`src/rtl/cpc_ram_bg_arbiter.sv`:
```
// Expansion SRAM arbiter: the Z80 bus always wins, one background requester
// uses idle bus windows. Optional macro BG_STARVE_WAIT_EN stalls the CPU once starved.
module cpc_ram_bg_arbiter #(
  parameter int IDLE_CLKS   = 2,
  parameter int BG_CYCLES   = 2,
  parameter int RETRY_LIMIT = 15
) (
  input  logic        clk,
  input  logic        reset_b,
  input  logic        mreq_b,
  input  logic        rfsh_b,
  input  logic        cpu_ramcs_b,
  input  logic [4:0]  cpu_ramadrhi,
  input  logic        bg_req,
  input  logic        bg_we,
  input  logic [18:0] bg_adr,
  input  logic [7:0]  bg_wdata,
  input  logic [7:0]  sram_rdata,
  output logic        bg_ack,
  output logic [7:0]  bg_rdata,
  output logic        ramcs_b,
  output logic        ramwe_b,
  output logic        ramoe_b,
  output logic [4:0]  ramadrhi,
  output logic        bg_sel,
  output logic        starve,
  output logic        wait_b
);

  typedef enum logic [1:0] {S_IDLE, S_ACCESS, S_DONE} state_t;

  state_t      state_reg, state_next;
  logic [3:0]  idle_cnt_reg, idle_cnt_next;
  logic [2:0]  cyc_cnt_reg, cyc_cnt_next;
  logic [3:0]  retry_cnt_reg, retry_cnt_next;
  logic        starve_reg, starve_next;
  logic [7:0]  rdata_reg, rdata_next;
  logic        wait_reg, wait_next;
  logic        forced;
  logic        abort;
  logic        in_access;

  // Low address bits and write data go to the external mux, not through here.
  logic unused;
  assign unused = ^{bg_adr[13:0], bg_wdata};

`ifdef BG_STARVE_WAIT_EN
  assign forced = ~wait_reg;
`else
  assign forced = 1'b0;
`endif

  assign abort     = ~mreq_b & ~forced;
  assign in_access = (state_reg == S_ACCESS);

  always_ff @(posedge clk) begin
    if (!reset_b) begin
      state_reg     <= S_IDLE;
      idle_cnt_reg  <= '0;
      cyc_cnt_reg   <= '0;
      retry_cnt_reg <= '0;
      starve_reg    <= 1'b0;
      rdata_reg     <= '0;
      wait_reg      <= 1'b1;
    end else begin
      state_reg     <= state_next;
      idle_cnt_reg  <= idle_cnt_next;
      cyc_cnt_reg   <= cyc_cnt_next;
      retry_cnt_reg <= retry_cnt_next;
      starve_reg    <= starve_next;
      rdata_reg     <= rdata_next;
      wait_reg      <= wait_next;
    end
  end

  always_comb begin
    state_next     = state_reg;
    idle_cnt_next  = idle_cnt_reg;
    cyc_cnt_next   = cyc_cnt_reg;
    retry_cnt_next = retry_cnt_reg;
    rdata_next     = rdata_reg;
    wait_next      = wait_reg;

    // The window restarts during an access so a new one is counted from DONE.
    if (in_access || !(mreq_b && rfsh_b))
      idle_cnt_next = '0;
    else if (idle_cnt_reg < 4'(IDLE_CLKS))
      idle_cnt_next = idle_cnt_reg + 4'd1;

    case (state_reg)
      S_IDLE: begin
`ifdef BG_STARVE_WAIT_EN
        if (bg_req && retry_cnt_reg == 4'(RETRY_LIMIT) && !mreq_b)
          wait_next = 1'b0;
`endif
        if (bg_req && (idle_cnt_reg == 4'(IDLE_CLKS) || forced)) begin
          state_next   = S_ACCESS;
          cyc_cnt_next = 3'(BG_CYCLES);
        end
      end
      S_ACCESS: begin
        if (abort) begin
          state_next = S_IDLE;
          if (retry_cnt_reg != 4'hF)
            retry_cnt_next = retry_cnt_reg + 4'd1;
        end else begin
          cyc_cnt_next = cyc_cnt_reg - 3'd1;
          if (cyc_cnt_reg == 3'd1) begin
            if (!bg_we)
              rdata_next = sram_rdata;
            state_next = S_DONE;
            wait_next  = 1'b1;
          end
        end
      end
      S_DONE: begin
        state_next     = S_IDLE;
        retry_cnt_next = '0;
      end
      default: state_next = S_IDLE;
    endcase

    starve_next = starve_reg | (retry_cnt_next == 4'(RETRY_LIMIT));
  end

  // Outputs sit at their reset values for as long as reset is held.
  always_comb begin
    bg_ack   = 1'b0;
    bg_rdata = '0;
    ramcs_b  = 1'b1;
    ramwe_b  = 1'b1;
    ramoe_b  = 1'b1;
    ramadrhi = '0;
    bg_sel   = 1'b0;
    starve   = 1'b0;
    wait_b   = 1'b1;
    if (reset_b) begin
      bg_ack   = (state_reg == S_DONE);
      bg_rdata = rdata_reg;
      starve   = starve_reg;
      wait_b   = wait_reg;
      bg_sel   = in_access;
      if (in_access) begin
        ramcs_b  = 1'b0;
        ramadrhi = bg_adr[18:14];
        // WE* rises one clock before CS* so write data is held past it.
        ramwe_b  = ~(bg_we && cyc_cnt_reg != 3'd1);
        ramoe_b  = bg_we;
      end else begin
        ramcs_b  = cpu_ramcs_b | mreq_b;
        ramadrhi = cpu_ramadrhi;
      end
    end
  end

endmodule

```
`config.mk`:
```
export PLATFORM = sky130hd
export DESIGN_NAME = cpc_ram_bg_arbiter
export DESIGN_NICKNAME = d
export VERILOG_FILES = /design/src/rtl/cpc_ram_bg_arbiter.sv
export SDC_FILE = /design/constraint.sdc
export NUM_CORES = 1
export LEC_CHECK = 0
export ABC_CLOCK_PERIOD_IN_PS = 1800
export CORE_ASPECT_RATIO = 0.5
export CORE_MARGIN = 1
export CORE_UTILIZATION = 28
export DETAILED_ROUTE_END_ITERATION = 10
export GPL_ROUTABILITY_DRIVEN = 0
export PLACE_DENSITY = 0.7
export SKIP_LAST_GASP = 1
export SLEW_MARGIN = 20
export SYNTH_ARGS = -nofsm -noshare
export SYNTH_HDL_FRONTEND = slang
export SYNTH_SLANG_ARGS = --single-unit
```
`constraint.sdc`:
```
create_clock -name clk -period 1.8 [get_ports clk]
set_input_delay 0.27 -clock clk [delete_from_list [all_inputs] [get_ports clk]]
set_output_delay 0.27 -clock clk [all_outputs]
set_load 0.005 [all_outputs]
```
**Yosys cells after proc, flatten, opt, wreduce, memory -nomap -nowiden**

Index checks and enable logic that the tools add are counted.

- Add/subtract/negate cells: 3
- $mul: 0
- Div/mod/pow operators: 0
- $lt $le $gt $ge: 1
- Equal/unequal tests: 10
- Shift operators: 0
- Mux-type cells: 22
- Bitwise operators: 5
- Reduce and logical (&&, ||, !) cells: 11

Operators with widths:

| cell | number |
|---|---|
| $mux 5 | 2 |
| $mux 1 | 9 |
| $add 4x1->4 const B | 2 |
| $mux 4 | 2 |
| $mux 8 | 1 |
| $pmux 4 s2 | 1 |
| $mux 2 | 3 |
| $mux 3 | 2 |
| $pmux 3 s2 | 1 |
| $eq 4x2->1 const B | 1 |
| $eq 4x4->1 const B | 1 |
| $lt 4x2->1 const B | 1 |
| $ne 2x2->1 const B | 2 |
| $ne 4x4->1 const B | 1 |
| $pmux 2 s2 | 1 |
| $reduce_and 4->1 | 1 |
| $eq 3x1->1 const B | 1 |
| $logic_and 1x1->1 | 3 |
| $ne 3x1->1 const B | 1 |
| $ne 3x2->1 const B | 1 |
| $not 1->1 | 3 |
| $reduce_and 3->1 | 1 |
| $sub 3x1->3 const B | 1 |
| $eq 2x1->1 const B | 1 |
| 8 further kinds | 9 |

- Register bits after elaboration: 22
- Latch bits: 0
- Memory bits (writable): 0
- Bits in read-only memories: 0
- Word-level logic and storage cells: 58
- Memories kept: 0

**Logic depth before layout (Yosys ltp)**

- Depth in word-level cells: 6
- Mapped depth: 6

**Worst setup path before layout**

OpenSTA, ideal clock, no wires.

- Path kind: reg2reg
- Start: register state_reg[0]
- End: register starve_reg
- Data arrival time: 1.377 ns
- Required time: 1.684 ns
- Slack: 0.306 ns
- Cell stages (with the launch flop): 7
- Buffers on the path: 0
- Period minus slack after synthesis: 1.494 ns
- Cells stage by stage: dfxtp_1 > inv_1 > ha_1 > nor2b_1 > and4b_1 > nor3_1 > a31o_2

- Longest elaborated chain between the ends: 4

Ends and longest elaborated chain:

| item | line | RTL |
|---|---|---|
| from (decl) | 32 | `state_t state_reg, state_next;` |
| from (signal assigned) | 66 | `state_reg <= state_next;` |
| $eq 2x2->1 / $eq 2x1->1 (equally long branches) | 90 | `case (state_reg)` |
| $pmux 4 s2 * | 90 |  |
| $eq 4x4->1 * | 123 | `starve_next = starve_reg \| (retry_cnt_next == 4'(RETRY_LIMIT));` |
| $or 1x1->1 * | 123 |  |
| to (signal assigned) | 70 | `starve_reg <= starve_next;` |
| to (decl) | 36 | `logic starve_reg, starve_next;` |

Mark *: on every way between the ends. The rest lies on a longest branch, timed or not.
A chain may end at the register's enable or synchronous reset.

**Worst setup path after layout**

- Start: register state_reg[1]
- End: output port ramadrhi[0]

- Longest elaborated chain between the ends: 3

Ends and longest elaborated chain:

| item | line | RTL |
|---|---|---|
| $eq 2x1->1 | 54 | `assign in_access = (state_reg == S_ACCESS);` |
| $mux 5 | 143 | `if (in_access) begin` |
| $mux 5 | 137 | `if (reset_b) begin` |
| to (decl) | 24 | `output logic [4:0] ramadrhi,` |

No other way between the ends.

==> flow_metrics.py <==
metrics = {
    "outcome": {
        "status": "finished, violations left",
        "violations": "setup timing",
    },
    "yosys": {
        "synth_nets": 194,
        "syn_avg_cell_area_um2": 8.75,
        "synth_edf_count": 0,
        "synth-seq-cells": 22,
        "yosysSeqAreaShare_pct": 36.2,
        "synth_flop_cell": "dfxtp_1",
        "postSynth.asyncResetShare_pct": 0,
        "synthesis.area_um2": 1220,
        "synth_cells": 139,
        "ys_types": 33,
        "yosysWarnings": 0,
    },
    "finish": {
        "nFillCells": 382,
        "multi_input_area_um2": 744,
        "largest_reg_flops": 8,
        "final_area_um2": 1910,
        "layout.nets": 255,
        "seq_area_um2": 443,
        "area_growth_pct": 57.3,
        "diodes": 0,
        "finalNonFillerCells": 253,
        "drive_gt1_share_pct": 16.6,
    },
    "clock_network": {
        "clock-sinks": 22,
        "h-tree-depth": 1,
        "insertion_delay_ns": 0.26,
        "clk_pin_slew_ns": 0.08,
        "ctsHoldBuffers": 0,
        "cts_tree": "yes",
        "cts.root.buffer_cell": "clkbuf_8",
        "clock_path_buffers": 2,
        "cts_made_buffers": 3,
    },
    "routing": {
        "wire_per_inst_um": 10.9,
        "vias": 1132,
        "routed_wl_mm": 2.77,
        "routed_via_density": 4.47,
        "antenna_left": 0,
        "drt-initial-drc-count": 17,
        "drt_first_pass_iters": 4,
        "drc": 0,
    },
    "timing": {
        "period_needed_ns": 1.85,
        "rsz0062_at_grt": "true",
        "hold_violations": 0,
        "holdWs_ns": 0.486,
        "fin_skew_ns": 0.00179,
        "period_share_pct": 103,
        "worst_slack_ns": -0.0504,
        "fmax_ghz": 0.540,
        "setup_violations": 5,
        "finalSetupTns_ns": -0.113,
        "drv_slew": 0,
    },
    "floorplan": {
        "dieArea_um2": 4630,
        "start_util_pct": 30.2,
        "rows": 16,
        "die_w_um": 95.2,
        "die_h_um": 48.6,
        "pin_count": 67,
        "coreArea_um2": 4020,
    },
    "setup_path": {
        "crit_family": "buffers and inverters",
        "critPathMaxStageDelay_ns": 0.44,
        "cp-start-kind": "flip-flop",
        "crit_slowest_cell": "clkdlybuf4s50_1",
        "critPathMaxFanout": 6,
        "cp.required_ns": 1.53,
        "worst-path-buf-inv": 2,
        "criticalPathCategory": "flip-flop to output pin",
        "cp.arrival_ns": 1.58,
        "crit_chain": "inv_2 > ha_4 > mux2i_1 > nor2_1 > clkdlybuf4s50_1",
        "endpoint_kind": "output pin",
    },
    "placement": {
        "portBuffers": 43,
        "placed_area_um2": 1820,
        "dpl_worst_slack_ns": -0.152,
        "post-dp-hpwl_mm": 2.14,
        "dp_cells": 247,
    },
    "global_routing": {
        "grt.overflow.total": 0,
        "grt_pass1_vias": 1065,
        "grt_pass1_wl_mm": 4.63,
        "grt_use_total_pct": 12.8,
        "antenna_found_initial": 0,
        "grt_max_degree": 13,
    },
    "min_path": {
        "hold_path_class": "flip-flop to flip-flop",
    },
    "pwr": {
        "p_sw_w": 0.000283,
        "p_per_area_nw_per_um2": 596,
        "seqPwrFrac_pct": 45.0,
        "switching_share_pct": 24.8,
        "p_int_w": 0.000858,
        "leakagePower_nw": 0.763,
        "ir_drop_uv": 276,
        "combPwrFrac_pct": 24.8,
        "pwr-share-clk_pct": 30.2,
    },
    "run": {
        "cap_violations": 0,
    },
}
==> final timing paths <==
check / slack [ns] / depth (start not counted) / to / start
max: -0.05 / 5 / ramadrhi[0] / state_reg[1]$_SDFFE_PN0P_
min: 0.49 / 2 / rdata_reg[5]$_SDFFE_PN0P_ / rdata_reg[5]$_SDFFE_PN0P_
max reg2reg: 0.07 / 8 / cyc_cnt_reg[1]$_SDFFE_PN0P_ / state_reg[1]$_SDFFE_PN0P_
min reg2reg: 0.49 / 2 / rdata_reg[5]$_SDFFE_PN0P_ / rdata_reg[5]$_SDFFE_PN0P_
==> cells in the mapped netlist (2+ instances only) <==
cell | number | area share (%)
nor2_1 | 25 | 7.7
dfxtp_1 | 22 | 36
mux2i_1 | 14 | 12
and2_1 | 13 | 6.7
ha_1 | 8 | 8.2
inv_1 | 7 | 2.2
a21oi_1 | 6 | 2.5
nand3_1 | 5 | 2.1
nand2_1 | 4 | 1.2
nor3_1 | 4 | 1.6
o21ai_0 | 4 | 1.6
nand2b_1 | 3 | 1.5
buf_1 | 2 | 0.62
nand4b_1 | 2 | 1.4
nor2b_1 | 2 | 1.0
==> power by group through the flow <==
stage,combinational (W),clock (W),sequential [W]
2_1_floorplan,0.000130,0,0.000521
3_3_place_gp,0.000260,0,0.000522
3_5_place_dp,0.000266,0,0.000523
4_1_cts,0.000277,0.000362,0.000514
5_1_grt,0.000310,0.000378,0.000517
6_report,0.000282,0.000345,0.000514
==> logic make-up (layout without fill, tap and decap cells) <==
family                   count (synthesis)  in the layout  synth area share [%]
multiplexers                            14             14                  11.5
AND/OR/NAND/NOR                         63             63                  29.1
buffers and inverters                   12             72                  4.01
other                                    1              1                 0.308
XOR/XNOR                                 2              2                  1.44
flip-flops                              22             22                  36.2
AO/OA/AOI/OAI                           17             17                  9.16
adder cells (fa/ha/maj)                  8              8                  8.23
==> per-stage QoR <==
stage | utilization (%) | total power [W]
after floorplan | - | 0.000651
after global placement | 45.2 | 0.000782
after detailed placement | 45.2 | 0.000788
after CTS | 47.1 | 0.00115
after global routing | 47.5 | 0.00121
final | 47.5 | 0.00114
==> worst register-to-register path: cells and delay by family (launching register included) <==
kind | cells | cell delay [ns]
AOI/OAI and AO/OA | 2 | 0.54
and+or+nand+nor | 2 | 0.18
DFF | 1 | 0.33
adders and majority gates | 1 | 0.19
buffers and inverters | 3 | 0.40
==> area by class of cell <==
type | count | area share (%)
multi-input combinational | 105 | 38.9
timing repair buffer | 60 | 29.9
sequential | 22 | 23.2
tap | 54 | 3.53
clock buffer | 4 | 2.88
inverter | 8 | 1.64
==> per-layer routing <==
metal	track usage, %	wire length (µm)	up-vias	part of all wire, %
li1	-	-	594	-
met1	15.5	1260	514	45
met2	22.9	1400	22	51
met3	2.67	97	2	3.5
met4	3.03	16	0	0.58
met5	0	0	-	0
==> placed cells by master, fill, tap and decap left out, types with 3 or more instances in the layout <==
| cell | instances |
|---|---|
| inv_1 | 6 |
| dlymetal6s2s_1 | 3 |
| nand2_1 | 4 |
| clkdlybuf4s50_1 | 37 |
| nand2b_1 | 3 |
| nand3_1 | 5 |
| a21oi_1 | 6 |
| o21ai_0 | 3 |
| nor3_1 | 4 |
| nor2_1 | 25 |
| dlygate4sd2_1 | 3 |
| buf_4 | 15 |
| mux2i_1 | 14 |
| ha_1 | 7 |
| clkbuf_8 | 4 |
| and2_1 | 12 |
| dfxtp_1 | 20 |
==> what timing repair did <==
item                                    in CTS  in global routing
pin swaps                                    0                  0
endpoints found under the setup margin      31                 10
gates resized for setup                      7                  8
buffers inserted                             1                  1
Note: power is estimated with default switching activity, not from simulation.
